===== config.mk =====
export PLATFORM = sky130hd
export DESIGN_NAME = data_path_arbiter
export DESIGN_NICKNAME = d
export VERILOG_FILES = /design/src/rtl/data_path_arbiter.sv
export SDC_FILE = /design/constraint.sdc
export NUM_CORES = 1
export LEC_CHECK = 0
export ABC_AREA = 1
export CAP_MARGIN = 10
export CORE_AREA = 5 5 65 67
export CTS_CLUSTER_SIZE = 24
export DETAILED_ROUTE_END_ITERATION = 7
export DIE_AREA = 0 0 70 72
export GPL_TIMING_DRIVEN = 0
export HOLD_SLACK_MARGIN = 0.02
export PLACE_DENSITY = 0.78
export REMOVE_ABC_BUFFERS = 1
export SETUP_SLACK_MARGIN = 0.5
export SLEW_MARGIN = 10
export SYNTH_ARGS = -nofsm -noshare
export SYNTH_HDL_FRONTEND = slang
export SYNTH_SLANG_ARGS = --single-unit

===== constraint.sdc =====
create_clock -name clk -period 3.4 [get_ports clk]
set_clock_uncertainty 0.2 [all_clocks]
set_input_delay 0.68 -clock clk [delete_from_list [all_inputs] [get_ports clk]]
set_output_delay 0.68 -clock clk [all_outputs]
set_load 0.05 [all_outputs]

===== src/rtl/data_path_arbiter.sv =====
// -----------------------------------------------------------------------------
// data_path_arbiter
//
// Merges CHANNELS independent WIDTH-bit source channels onto one registered
// output through a one-entry output buffer with valid/ready handshakes on
// both sides. The buffer can be drained and reloaded in the same cycle, so
// the output can carry one word per cycle.
//
// Arbitration:
//   default                      fixed priority, channel 0 highest
//   DATA_PATH_ARBITER_RR_EN      round-robin, search starts at a pointer that
//                                moves to (winner + 1) after every transfer
//
// Parameters:
//   WIDTH     data width per channel
//   CHANNELS  number of source channels (2..16)
//   IDXW      channel index width, equal to ceil(log2(CHANNELS))
//
// Ports:
//   clk        clock, rising edge
//   rst        asynchronous active-high reset
//   in_valid   per-channel request
//   in_data    packed channel data, channel i at [i*WIDTH +: WIDTH]
//   in_ready   per-channel accept, one-hot or zero (combinational)
//   out_valid  output buffer holds a word (registered)
//   out_data   buffered word (registered)
//   out_sel    index of the channel that supplied out_data (registered)
//   out_ready  consumer accepts the buffered word
// -----------------------------------------------------------------------------
module data_path_arbiter #(
    parameter int WIDTH    = 16,
    parameter int CHANNELS = 4,
    parameter int IDXW     = 2
) (
    input  logic                      clk,
    input  logic                      rst,
    input  logic [CHANNELS-1:0]       in_valid,
    input  logic [CHANNELS*WIDTH-1:0] in_data,
    output logic [CHANNELS-1:0]       in_ready,
    output logic                      out_valid,
    output logic [WIDTH-1:0]          out_data,
    output logic [IDXW-1:0]           out_sel,
    input  logic                      out_ready
);

    typedef enum logic {
        EMPTY = 1'b0,
        FULL  = 1'b1
    } state_t;

    state_t            state_reg;
    state_t            state_next;
    logic [WIDTH-1:0]  out_data_reg;
    logic [IDXW-1:0]   out_sel_reg;

    logic [WIDTH-1:0]  chan_data [CHANNELS];

    logic              drain;
    logic              load_open;
    logic              grant_found;
    logic [IDXW-1:0]   grant_idx;
    logic              transfer;

    // Unpack the flat data bus into one word per channel.
    generate
        for (genvar gi = 0; gi < CHANNELS; gi++) begin : g_unpack
            assign chan_data[gi] = in_data[gi*WIDTH +: WIDTH];
        end
    endgenerate

    assign out_valid = (state_reg == FULL);
    assign out_data  = out_data_reg;
    assign out_sel   = out_sel_reg;

    // The buffer can take a new word when it is empty or being drained now.
    assign drain     = out_valid & out_ready;
    assign load_open = ~out_valid | drain;

`ifdef DATA_PATH_ARBITER_RR_EN
    logic [IDXW-1:0] ptr_reg;
    logic [IDXW-1:0] ptr_next;

    // First requester at or after the pointer, wrapping modulo CHANNELS.
    // The loop runs from the far end so the nearest candidate is written last.
    always_comb begin
        int cand;
        grant_found = 1'b0;
        grant_idx   = '0;
        cand        = 0;
        for (int k = CHANNELS - 1; k >= 0; k--) begin
            cand = int'(ptr_reg) + k;
            if (cand >= CHANNELS) begin
                cand = cand - CHANNELS;
            end
            if (in_valid[IDXW'(cand)]) begin
                grant_found = 1'b1;
                grant_idx   = IDXW'(cand);
            end
        end
    end

    // Pointer moves only on a transfer, to the channel after the winner.
    always_comb begin
        ptr_next = ptr_reg;
        if (transfer) begin
            if (grant_idx == IDXW'(CHANNELS - 1)) begin
                ptr_next = '0;
            end else begin
                ptr_next = grant_idx + 1'b1;
            end
        end
    end

    always_ff @(posedge clk or posedge rst) begin
        if (rst) begin
            ptr_reg <= '0;
        end else begin
            ptr_reg <= ptr_next;
        end
    end
`else
    // Lowest-index requester wins; scanning downward leaves it written last.
    always_comb begin
        grant_found = 1'b0;
        grant_idx   = '0;
        for (int i = CHANNELS - 1; i >= 0; i--) begin
            if (in_valid[IDXW'(i)]) begin
                grant_found = 1'b1;
                grant_idx   = IDXW'(i);
            end
        end
    end
`endif

    // Grant is one-hot inside the load window. It is held at zero during
    // reset so no source sees an accept that the buffer will not record.
    always_comb begin
        in_ready = '0;
        if (load_open && grant_found && !rst) begin
            in_ready[grant_idx] = 1'b1;
        end
    end

    assign transfer = |(in_valid & in_ready);

    // Next-state logic for the one-entry buffer.
    always_comb begin
        state_next = state_reg;
        case (state_reg)
            EMPTY: begin
                if (transfer) begin
                    state_next = FULL;
                end
            end
            FULL: begin
                if (drain && !transfer) begin
                    state_next = EMPTY;
                end
            end
            default: state_next = EMPTY;
        endcase
    end

    always_ff @(posedge clk or posedge rst) begin
        if (rst) begin
            state_reg <= EMPTY;
        end else begin
            state_reg <= state_next;
        end
    end

    // Data and index hold their last values when the buffer drains empty.
    always_ff @(posedge clk or posedge rst) begin
        if (rst) begin
            out_data_reg <= '0;
            out_sel_reg  <= '0;
        end else if (transfer) begin
            out_data_reg <= chan_data[grant_idx];
            out_sel_reg  <= grant_idx;
        end
    end

endmodule


# After elaboration in Yosys (flattened, before gate mapping)
# Cells that the tools add are included.
# W data, S select, Z words.
# word_totals
register_bits	19
latch_bits	0
ram_bits	0
romBits	0
in_bits	71
word_cells	31
n_memories	0
# op_classes
addsub	0
mul	0
div	0
n_lt_le_gt_ge	3
eq_ne	0
n_shift	0
mux	13
n_bitwise	5
n_reduce_logical	7
# ops
op	n
$bmux W16 S2	1
$mux W16	2
$mux W1	5
$and A4 B4 Y4	1
$logic_and A1 B1 Y1	4
$mux W2	2
$mux W4	1
$reduce_or A4 Y1	1
$ge A3 B3 Y1 const B	1
$lt A2 B3 Y1 const B	1
$not A2 Y3	1
$demux W1 S2	1
$ge A2 B1 Y1 const B	1
$logic_not A1 Y1	2
$pmux W1 S2	1
$and A1 B1 Y1	1
$not A1 Y1	1
$or A1 B1 Y1	1

# Logic depth before layout (Yosys ltp)
# Gate-level depths: netlist of run 1.
# depth
depth_word	13
depth_mapped	7

# Worst setup path before layout of run 1
# Ideal clock, no wire load.
# synth_path
path_type	input to output
from	in rst
to	out in_ready[1]
t_arrival_ns	1.976
slack_ns	0.544
cell_stages	3
path_buffers	0
path_cell_list	inv_1 nand2_1 nor2_1
# synth_between
elab_chain_cells	3
# synth_rtl
element	line_no	source
start: declaration	36	input logic rst,
$logic_not A1 Y1 (no line)	n/a	
$logic_and A1 B1 Y1	139	if (load_open && grant_found && !rst) begin
$mux W4	139	
end: declaration	39	output logic [CHANNELS-1:0] in_ready,
# Every way passes these cells.

# Worst setup path in the final report of run 1
# layout_path
from	in out_ready
to	out in_ready[1]
# layout_between
elab_chain_cells	5
# layout_rtl
element	line_no	source
start: declaration	43	input logic out_ready
$and A1 B1 Y1	76	assign drain = out_valid & out_ready;
$or A1 B1 Y1	77	assign load_open = ~out_valid | drain;
$logic_and A1 B1 Y1 (2 in series)	139	
$mux W4	139	
# Every way passes these cells.

==> summary.md, run 1 <==
| Metric | Value |
|---|---|
| Status | `completed` |
| Crit-path cells | `clkdlybuf4s50_1, inv_1, nand2_1, nand2_1, nor2_1, clkdlybuf4s15_2` |
| CP max-delay cell | `clkdlybuf4s50_1` |
| Fmax | `between 0.3 and 0.4 GHz` |
| Compound-Gate Fraction of Synth Area | `between 10% and 20%` |
| Largest family of logic cells by synthesized area | `simple AND/OR/NAND/NOR gates` |
| Vias in the first global route | `937` |
| Post-synthesis adder-cell area fraction | `0%` |
| Commonest cells after routing, fill and taps aside | `86 x nand2_1, 52 x clkdlybuf4s50_1, 18 x dfrtp_1, 16 x o211ai_1` |
| Die X | `~70 µm` |
| # setup viols final | `0` |
| Simple-gate share of the synthesized area | `a little under a third` |
| Max-Cap Viols | `0` |
| XOR/XNOR share of the synthesized area | `0%` |
| Post-synthesis mux area share | `0%` |
| GPL Wtd Cong | `approximately 0.73` |
| H-tree lvl count | `1` |
| Area Overhead vs Synth | `57.37%` |
| Synth unique cells | `14` |
| Fin crit share | `83.00%` |
| Starting Density | `between 20% and 30%` |
| Setup crit start kind | `primary input` |
| Setup TNS | `0 ns` |
| Clock Pin Slew Worst Setup and Hold Paths | `around 0.11 ns` |
| Min setup slack post-route | `0.5779 ns` |
| Clock buffer depth | `2` |
| DP HPWL | `approximately 2000 µm` |
| Clock Latency Late Sink | `0.29 ns` |
| Power Total | `around 750 µW` |
| First-pass GRT wire length | `roughly 4500 µm` |
| Final wirelength | `roughly 2900 µm` |
| CTS buffer count | `3` |
| Die footprint | `just over 5000 µm²` |
| Hold WS | `roughly 0.29 ns` |
| Measured slew at the worst slew-check pin | `between 0.7 and 0.8 ns` |
| Synth Cell Area | `around 1000 µm²` |
| Finished Core Util | `45.56%` |
| Combinational share of power | `46.0%` |
| Synth Register Bits | `18` |
| WS Path Type | `primary input to output pin` |
| Class of the worst hold path | `flip-flop to flip-flop` |
| CP required | `between 2 and 3 ns` |
| Internal Power | `437.8 µW` |
| Core area | `approximately 3600 µm²` |
| Post-Syn Area per Cell | `between 7 and 8 µm²` |
| Share of cells above drive strength 1 | `slightly below 7%` |
| Most frequent CP cell | `nand2_1` |
| Synth Warn # | `0` |
| CTS Hold Bufs | `0` |
| Via density | `4.258` |
| Post-synthesis sequential area ratio | `~43%` |
| DRT Pass-1 Iters | `2` |
| Clock Sinks | `18` |
| Row cnt | `22` |
| Peak supply drop | `around 150 µV` |
| Final instance area | `~1600 µm²` |
| Relative slew slack | `between 50 and 60%` |
| RSZ-0062 raised after global routing | `no` |
| Final ANT Viol Nets | `0` |
| Synth Instances | `140` |
| Fin. max-slew vios | `0` |
| PD cells | `~460 nW/µm²` |
| DRC viols | `0` |
| Port bufs | `between 50 and 60` |
| Nets@finish | `264` |
| Post-place setup slack | `-0.9066 ns` |
| Period minus WS final | `roughly 2.8 ns` |
| CP arrival | `slightly below 2 ns` |
| Commonest non-fill, non-tap cell in the layout | `nand2_1` |
| Tot GR Track Use | `between 10 and 15%` |
| NetSw | `~310 µW` |
| Flop pwr share | `36.0%` |
| Clock share of power | `a little under a fifth` |
| Number of flip-flops under the largest register name | `16` |
| Placed Area | `approximately 1600 µm²` |
| Max FO, Critical Path | `3` |
| Largest net degree at the start of global routing | `36` |
| Final Non-Filler Cells | `240` |
| Initial DRC Count | `10` |
| Ports | `between 90 and 100` |
| Vias | `between 1000 and 1500` |
| CP Capture Type | `output pin` |
| Remaining global-route overflow | `0` |
| Sw Ratio | `around two fifths` |
| Worst stage delay on the critical path | `~0.45 ns` |
| Root Buffer Master | `clkbuf_4` |
| Fin. Hold Viols | `0` |
| Die height | `about 72 µm` |
| Initial antenna violation count | `0` |
| N_diodes | `0` |
| TritonCTS clock tree | `done` |
| Wire per inst | `around 12 µm` |
| Placed cells | `around 230` |
| LEAKAGE | `0.7958 nW` |
## cells in the mapped netlist, drive strengths merged
| library cell | instances | area share [%] |
|---|---|---|
| nand2 | 86 | 31 |
| dfrtp | 18 | 43 |
| o211ai | 17 | 14 |
| buf | 11 | 7.6 |
| inv | 3 | 1.1 |
| nor2 | 2 | 0.72 |
| a21oi | 1 | 1.6 |
| clkbuf | 1 | 0.36 |
| conb | 1 | 0.36 |
## critical path, delay by kind of cell
family        cells  cell delay [ns]
buf+inv           3             0.91
simple gates      3             0.35
## power groups by stage
stage	clock, mW	sequential, mW	combinational (mW)
6_report	0.135	0.268	0.343
5_1_grt	0.145	0.274	0.363
4_1_cts	0.138	0.269	0.348
3_5_place_dp	0	0.273	0.346
3_3_place_gp	0	0.271	0.343
2_1_floorplan	0	0.399	0.0746
## what timing repair did
action                     CTS  global route
hold endpoints to repair     0             0
gates cloned                 1             0
setup buffers                1             0
setup endpoints to repair    2             2
gates resized for setup     11             3
## path summary, 6_finish.rpt
| path | start | endpoint | slack [ns] | cells past startpoint |
|---|---|---|---|---|
| max | out_ready | in_ready[1] | 0.58 | 6 |
| min | out_data[15] | out_data[15] | 0.29 | 2 |
| max reg2reg | out_valid | out_data[3] | 2.04 | 3 |
| min reg2reg | out_data[15] | out_data[15] | 0.29 | 2 |
| max in group asynchronous | rst | out_data[1] | 2.42 | 2 |
| min in group asynchronous | rst | out_data[11] | 0.32 | 2 |
## area by class of cell
type	instances	area, µm²
multi-input cells	109	499.2
well taps	48	60.06
flip-flops and latches	18	450.4
repair inverters	1	5.005
fillers	363	1948
inverters	3	15.01
clock buffers	4	36.28
repair buffers	57	564.3
## logic make-up after synthesis
logic type | Yosys count
simple gates | 88
compound gates | 18
flops | 18
buf+inv | 15
other cells | 1
## per-layer routing
layer,global-route usage (%),share of wire [%]
met1,13.07,44
met5,0,0
met4,5.106,1.2
met2,19.41,48
met3,2.493,6.9
(Power assumes the default switching activity.)
==> run 2, diff against run 1 <==
clock period = 2.8 ns   (was 3.4 ns; I/O delays follow)
==> summary.md, run 2 (same netlist as run 1, synthesis figures left out) <==
| Metric | Value |
|---|---|
| First-pass GRT wire length | `4485 µm (+0.31%)` |
| Period minus WS final | `between 2 and 2.5 ns` |
| Met2 usage | `19.52% (+0.10 points)` |
| Vias in the first global route | `943 (+0.64%)` |
| Clock share of power | `17.8% (-0.3 points)` |
| Peak supply drop | `187.1 µV (+21%)` |
| Placed Area | `1582 µm² (unchanged)` |
| Status | `completed` |
| WS Path Type | `primary input to output pin` |
| Die height | `72 µm (unchanged)` |
| Combinational share of power | `46.5% (+0.5 points)` |
| Clock Pin Slew Worst Setup and Hold Paths | `0.11 ns (about the same)` |
| CP arrival | `1.50 ns (-0.44 ns)` |
| NetSw | `377.0 µW (+22%)` |
| RSZ-0062 raised after global routing | `no` |
| Placed cells | `234 (unchanged)` |
| DP HPWL | `1992 µm (unchanged)` |
| Commonest cells after routing, fill and taps aside | `84 x nand2_1, 50 x clkdlybuf4s50_1, 18 x dfrtp_1, 16 x o211ai_1` |
| Flop pwr share | `35.6% (-0.4 points)` |
| Max-Cap Viols | `0 (unchanged)` |
| Final Non-Filler Cells | `242 (+0.83%)` |
| Fin. max-slew vios | `0 (unchanged)` |
| Sw Ratio | `41.20% (-0.13 points)` |
| DRC viols | `0 (unchanged)` |
| Final instance area | `1669 µm² (+2.4%)` |
| Number of flip-flops under the largest register name | `16 (unchanged)` |
| Max FO, Critical Path | `2 (-1)` |
| Clock Latency Late Sink | `0.29 ns (about the same)` |
| LEAKAGE | `0.8192 nW (+2.9%)` |
| Ports | `94 (unchanged)` |
| M1 GR Usage | `13.07% (unchanged)` |
| Largest net degree at the start of global routing | `36 (unchanged)` |
| Final ANT Viol Nets | `0 (unchanged)` |
| Tot GR Track Use | `11.16% (+0.029 points)` |
| Clock Sinks | `18 (unchanged)` |
| CTS buffer count | `3 (unchanged)` |
| Core area | `3578 µm² (unchanged)` |
| Initial DRC Count | `25 (+15)` |
| DRT Pass-1 Iters | `2 (unchanged)` |
| H-tree lvl count | `1 (unchanged)` |
| Fin crit share | `80.85%` |
| Clock buffer depth | `2 (unchanged)` |
| Port bufs | `56 (unchanged)` |
| Root Buffer Master | `clkbuf_4` |
| Area Overhead vs Synth | `61.11%` |
| Nets@finish | `266 (+0.76%)` |
| Class of the worst hold path | `flip-flop to flip-flop` |
| Die footprint | `5040 µm² (unchanged)` |
| Share of cells above drive strength 1 | `9.794% (+3.0 points)` |
| Final wirelength | `2921 µm (+0.59%)` |
| Remaining global-route overflow | `0 (unchanged)` |
| Row cnt | `22 (unchanged)` |
| Measured slew at the worst slew-check pin | `0.7551 ns (+0.008556 ns)` |
| GR peak layer | `met2` |
| TritonCTS clock tree | `done` |
| Initial antenna violation count | `0 (unchanged)` |
| Wire per inst | `12.07 µm (-0.25%)` |
| Relative slew slack | `49.50% (-0.57 points)` |
| Met3 track demand over resource | `2.493% (unchanged)` |
| Power Total | `914.9 µW (+23%)` |
| CP Capture Type | `output pin` |
| PD cells | `548.2 nW/µm² (+20%)` |
| Setup crit start kind | `primary input` |
| Fmax | `approximately 0.44 GHz` |
| # setup viols final | `0 (unchanged)` |
| N_diodes | `0 (unchanged)` |
| Fin. Hold Viols | `0 (unchanged)` |
| Starting Density | `28.95% (unchanged)` |
| CP required | `2.04 ns (-0.48 ns)` |
| Die X | `70 µm (unchanged)` |
| Internal Power | `538.0 µW (+23%)` |
| Vias | `1030 (+0.78%)` |
| Commonest non-fill, non-tap cell in the layout | `nand2_1` |
| GPL Wtd Cong | `0.7297 (unchanged)` |
| Via density | `4.256 (about the same)` |
==> run 2: final timing paths <==
kind	start	end	slack (ns)	cells after the start
setup / recovery	out_ready	in_ready[0]	0.54	6
hold / removal	out_data[10]	out_data[10]	0.29	2
setup reg to reg	out_valid	out_data[3]	1.44	3
hold reg to reg	out_data[10]	out_data[10]	0.29	2
max in group asynchronous	rst	out_data[1]	1.80	2
min in group asynchronous	rst	out_data[15]	0.32	2
==> run 2: cell type report <==
cell class	instances	area (µm²)
Tap cell	48	60.06
Clock buffer	4	36.28
Fill cell	363	1909
Multi-Input combinational cell	109	506.7
Sequential cell	18	450.4
Timing Repair Buffer	59	595.6
Timing Repair inverter	1	5.005
Inverter	3	15.01
==> run 2: routing by layer <==
metal  vias to the layer above  wire length, µm
met3                         2              203
met1                       440             1294
met4                         0               34
li1                        549                -
met2                        39             1389
met5                         -                0
==> run 2: power by group through the flow <==
| stage | Sequential [mW] | Combinational (mW) | Clock, mW |
|---|---|---|---|
| 2_1_floorplan | 0.484 | 0.0906 | 0 |
| 3_3_place_gp | 0.329 | 0.417 | 0 |
| 3_5_place_dp | 0.332 | 0.420 | 0 |
| 4_1_cts | 0.327 | 0.425 | 0.167 |
| 5_1_grt | 0.333 | 0.450 | 0.176 |
| 6_report | 0.326 | 0.426 | 0.163 |
==> run 2: critical path, cell delays in order <==
cell and delay, ns:
clkdlybuf4s50_1 0.47, inv_2 0.05, nand2_2 0.06, nand2_2 0.06
nor2_1 0.12, buf_6 0.17
==> run 2: timing repair <==
action | CTS | global route
pin swaps | 0 | 2
setup buffers | 2 | 1
gates resized for setup | 25 | 3
hold buffers | 0 | 0
setup endpoints to repair | 21 | 13
hold endpoints to repair | 0 | 0
cloned | 1 | 0
==> run 2: stage by stage <==
| stage | hold slack, ns | utilization, % | setup slack (ns) | TNS, ns |
|---|---|---|---|---|
| final | 0.2894 | 46.64 | 0.5363 | 0 |
| after global routing | 0.3153 | 46.64 | 0.5000 | 0 |
| after CTS | 0.2926 | 45.94 | 0.5182 | 0 |
| after detailed placement | 0.2644 | 44.20 | -1.267 | -5.619 |
| after global placement | 0.2574 | 44.20 | -1.259 | -5.161 |
| after floorplan | 0.3399 | - | 0.1836 | 0 |
==> run 3, diff against run 2 <==
clock period = 2.35 ns   (was 2.8 ns; I/O delays follow)
==> summary.md, run 3 (same netlist as run 1, synthesis figures left out) <==
| Metric | Value |
|---|---|
| Vias in the first global route | `958 (+1.6%)` |
| GR peak layer | `met2` |
| DP HPWL | `1992 µm (unchanged)` |
| Clock buffer depth | `2 (unchanged)` |
| Power Total | `1.056 mW (+15%)` |
| Via density | `4.254 (about the same)` |
| Die footprint | `5040 µm² (unchanged)` |
| CTS buffer count | `3 (unchanged)` |
| Commonest non-fill, non-tap cell in the layout | `nand2_1` |
| Final wirelength | `2922 µm (about the same)` |
| Wire per inst | `11.98 µm (-0.79%)` |
| Max-Cap Viols | `0 (unchanged)` |
| Core area | `3578 µm² (unchanged)` |
| Period minus WS final | `approximately 1.8 ns` |
| First-pass GRT wire length | `4540 µm (+1.2%)` |
| Hold WS | `0.02349 ns (-0.2659 ns)` |
| Clock Latency Late Sink | `0.29 ns (about the same)` |
| Die X | `70 µm (unchanged)` |
| Largest net degree at the start of global routing | `36 (unchanged)` |
| Met2 usage | `20.04% (+0.52 points)` |
| M1 GR Usage | `13.07% (unchanged)` |
| TritonCTS clock tree | `done` |
| GPL Wtd Cong | `0.7297 (unchanged)` |
| LEAKAGE | `0.8239 nW (+0.57%)` |
| Port bufs | `56 (unchanged)` |
| Die height | `72 µm (unchanged)` |
| Share of cells above drive strength 1 | `20.92% (+11 points)` |
| Vias | `1038 (+0.78%)` |
| Setup TNS | `0 ns (unchanged)` |
| Finished Core Util | `45.42% (-1.2 points)` |
| CP Capture Type | `output pin` |
| Starting Density | `28.95% (unchanged)` |
| # setup viols final | `0 (unchanged)` |
| RSZ-0062 raised after global routing | `yes` |
| N_diodes | `0 (unchanged)` |
| Final ANT Viol Nets | `0 (unchanged)` |
| Clock Pin Slew Worst Setup and Hold Paths | `0.11 ns (about the same)` |
| Number of flip-flops under the largest register name | `16 (unchanged)` |
| Initial antenna violation count | `0 (unchanged)` |
| Relative slew slack | `51.01% (+1.5 points)` |
| Status | `completed` |
| Nets@finish | `268 (+0.75%)` |
| Peak supply drop | `220.2 µV (+18%)` |
| PD cells | `649.5 nW/µm² (+18%)` |
| CP arrival | `1.16 ns (-0.34 ns)` |
| Max FO, Critical Path | `3 (+1)` |
| Tot GR Track Use | `11.27% (+0.12 points)` |
| Row cnt | `22 (unchanged)` |
| Fin crit share | `77.73%` |
| Fin. max-slew vios | `0 (unchanged)` |
| H-tree lvl count | `1 (unchanged)` |
| Measured slew at the worst slew-check pin | `0.7348 ns (-0.02027 ns)` |
| Fin. Hold Viols | `0 (unchanged)` |
| Initial DRC Count | `24 (-4.0%)` |
| Met3 track demand over resource | `2.355% (-0.14 points)` |
| Commonest cells after routing, fill and taps aside | `84 x nand2_1, 32 x clkdlybuf4s50_1, 18 x dfrtp_1, 16 x o211ai_1, 12 x clkbuf_2` |
| Ports | `94 (unchanged)` |
| CP required | `1.68 ns (-0.36 ns)` |
| Setup crit start kind | `flip-flop` |
| Area Overhead vs Synth | `56.88%` |
| Root Buffer Master | `clkbuf_4` |
| Fmax | `around 0.55 GHz` |
| WS Path Type | `flip-flop to output pin` |
| Clock Sinks | `18 (unchanged)` |
| Remaining global-route overflow | `0 (unchanged)` |
| Class of the worst hold path | `primary input to async pin` |
| DRT Pass-1 Iters | `2 (unchanged)` |
| DRC viols | `0 (unchanged)` |
-- run 3: what timing repair did --
item	4_1_cts	5_1_grt
cloned	1	0
pin swaps	3	0
endpoints found under the setup margin	38	14
resized for setup	75	16
hold buffers	0	0
buffers inserted	5	0
-- run 3: final cells by class --
class	count	area (µm²)
timing repair buffer	61	541.8
inverter	3	17.52
fill	364	1953
tap	48	60.06
timing repair inverter	1	5.005
clock buffer	4	36.28
multi-input combinational	109	514.2
sequential	18	450.4
-- run 3: per-stage QoR --
step	cells	setup WS, ns	area [µm²]
floorplan	130	-0.08644	960.9
global placement	234	-1.529	1582
detailed placement	234	-1.537	1582
CTS	244	0.4287	1689
global route	244	0.4704	1625
finish	244	0.5235	1625
-- run 3: per-layer routing --
metal	routed length [µm]	part of all wire, %
met5	0	0
met4	34	1.2
met3	180	6.2
met2	1385	47
met1	1322	45
-- run 3: critical path, cell delays in order (launching register included) --
cell,delay [ns]
dfrtp_1,0.42
nand2_2,0.09
nand2_2,0.08
nor2_2,0.11
buf_6,0.16
-- run 3: final timing paths --
check	from	to	slack, ns	cells after the start
max	out_valid	in_ready[0]	0.52	4
min	rst	out_data[11]	0.02	2
max reg2reg	out_valid	out_data[3]	0.88	4
min reg2reg	out_data[11]	out_data[11]	0.29	2
max in group asynchronous	rst	out_data[1]	1.66	2
min in group clk	out_data[11]	out_data[11]	0.29	2
-- run 3: where the power goes --
part	internal, mW	switching, mW	total (mW)
combinational	0.149	0.323	0.473
clock	0.0943	0.101	0.195
sequential	0.360	0.0273	0.388
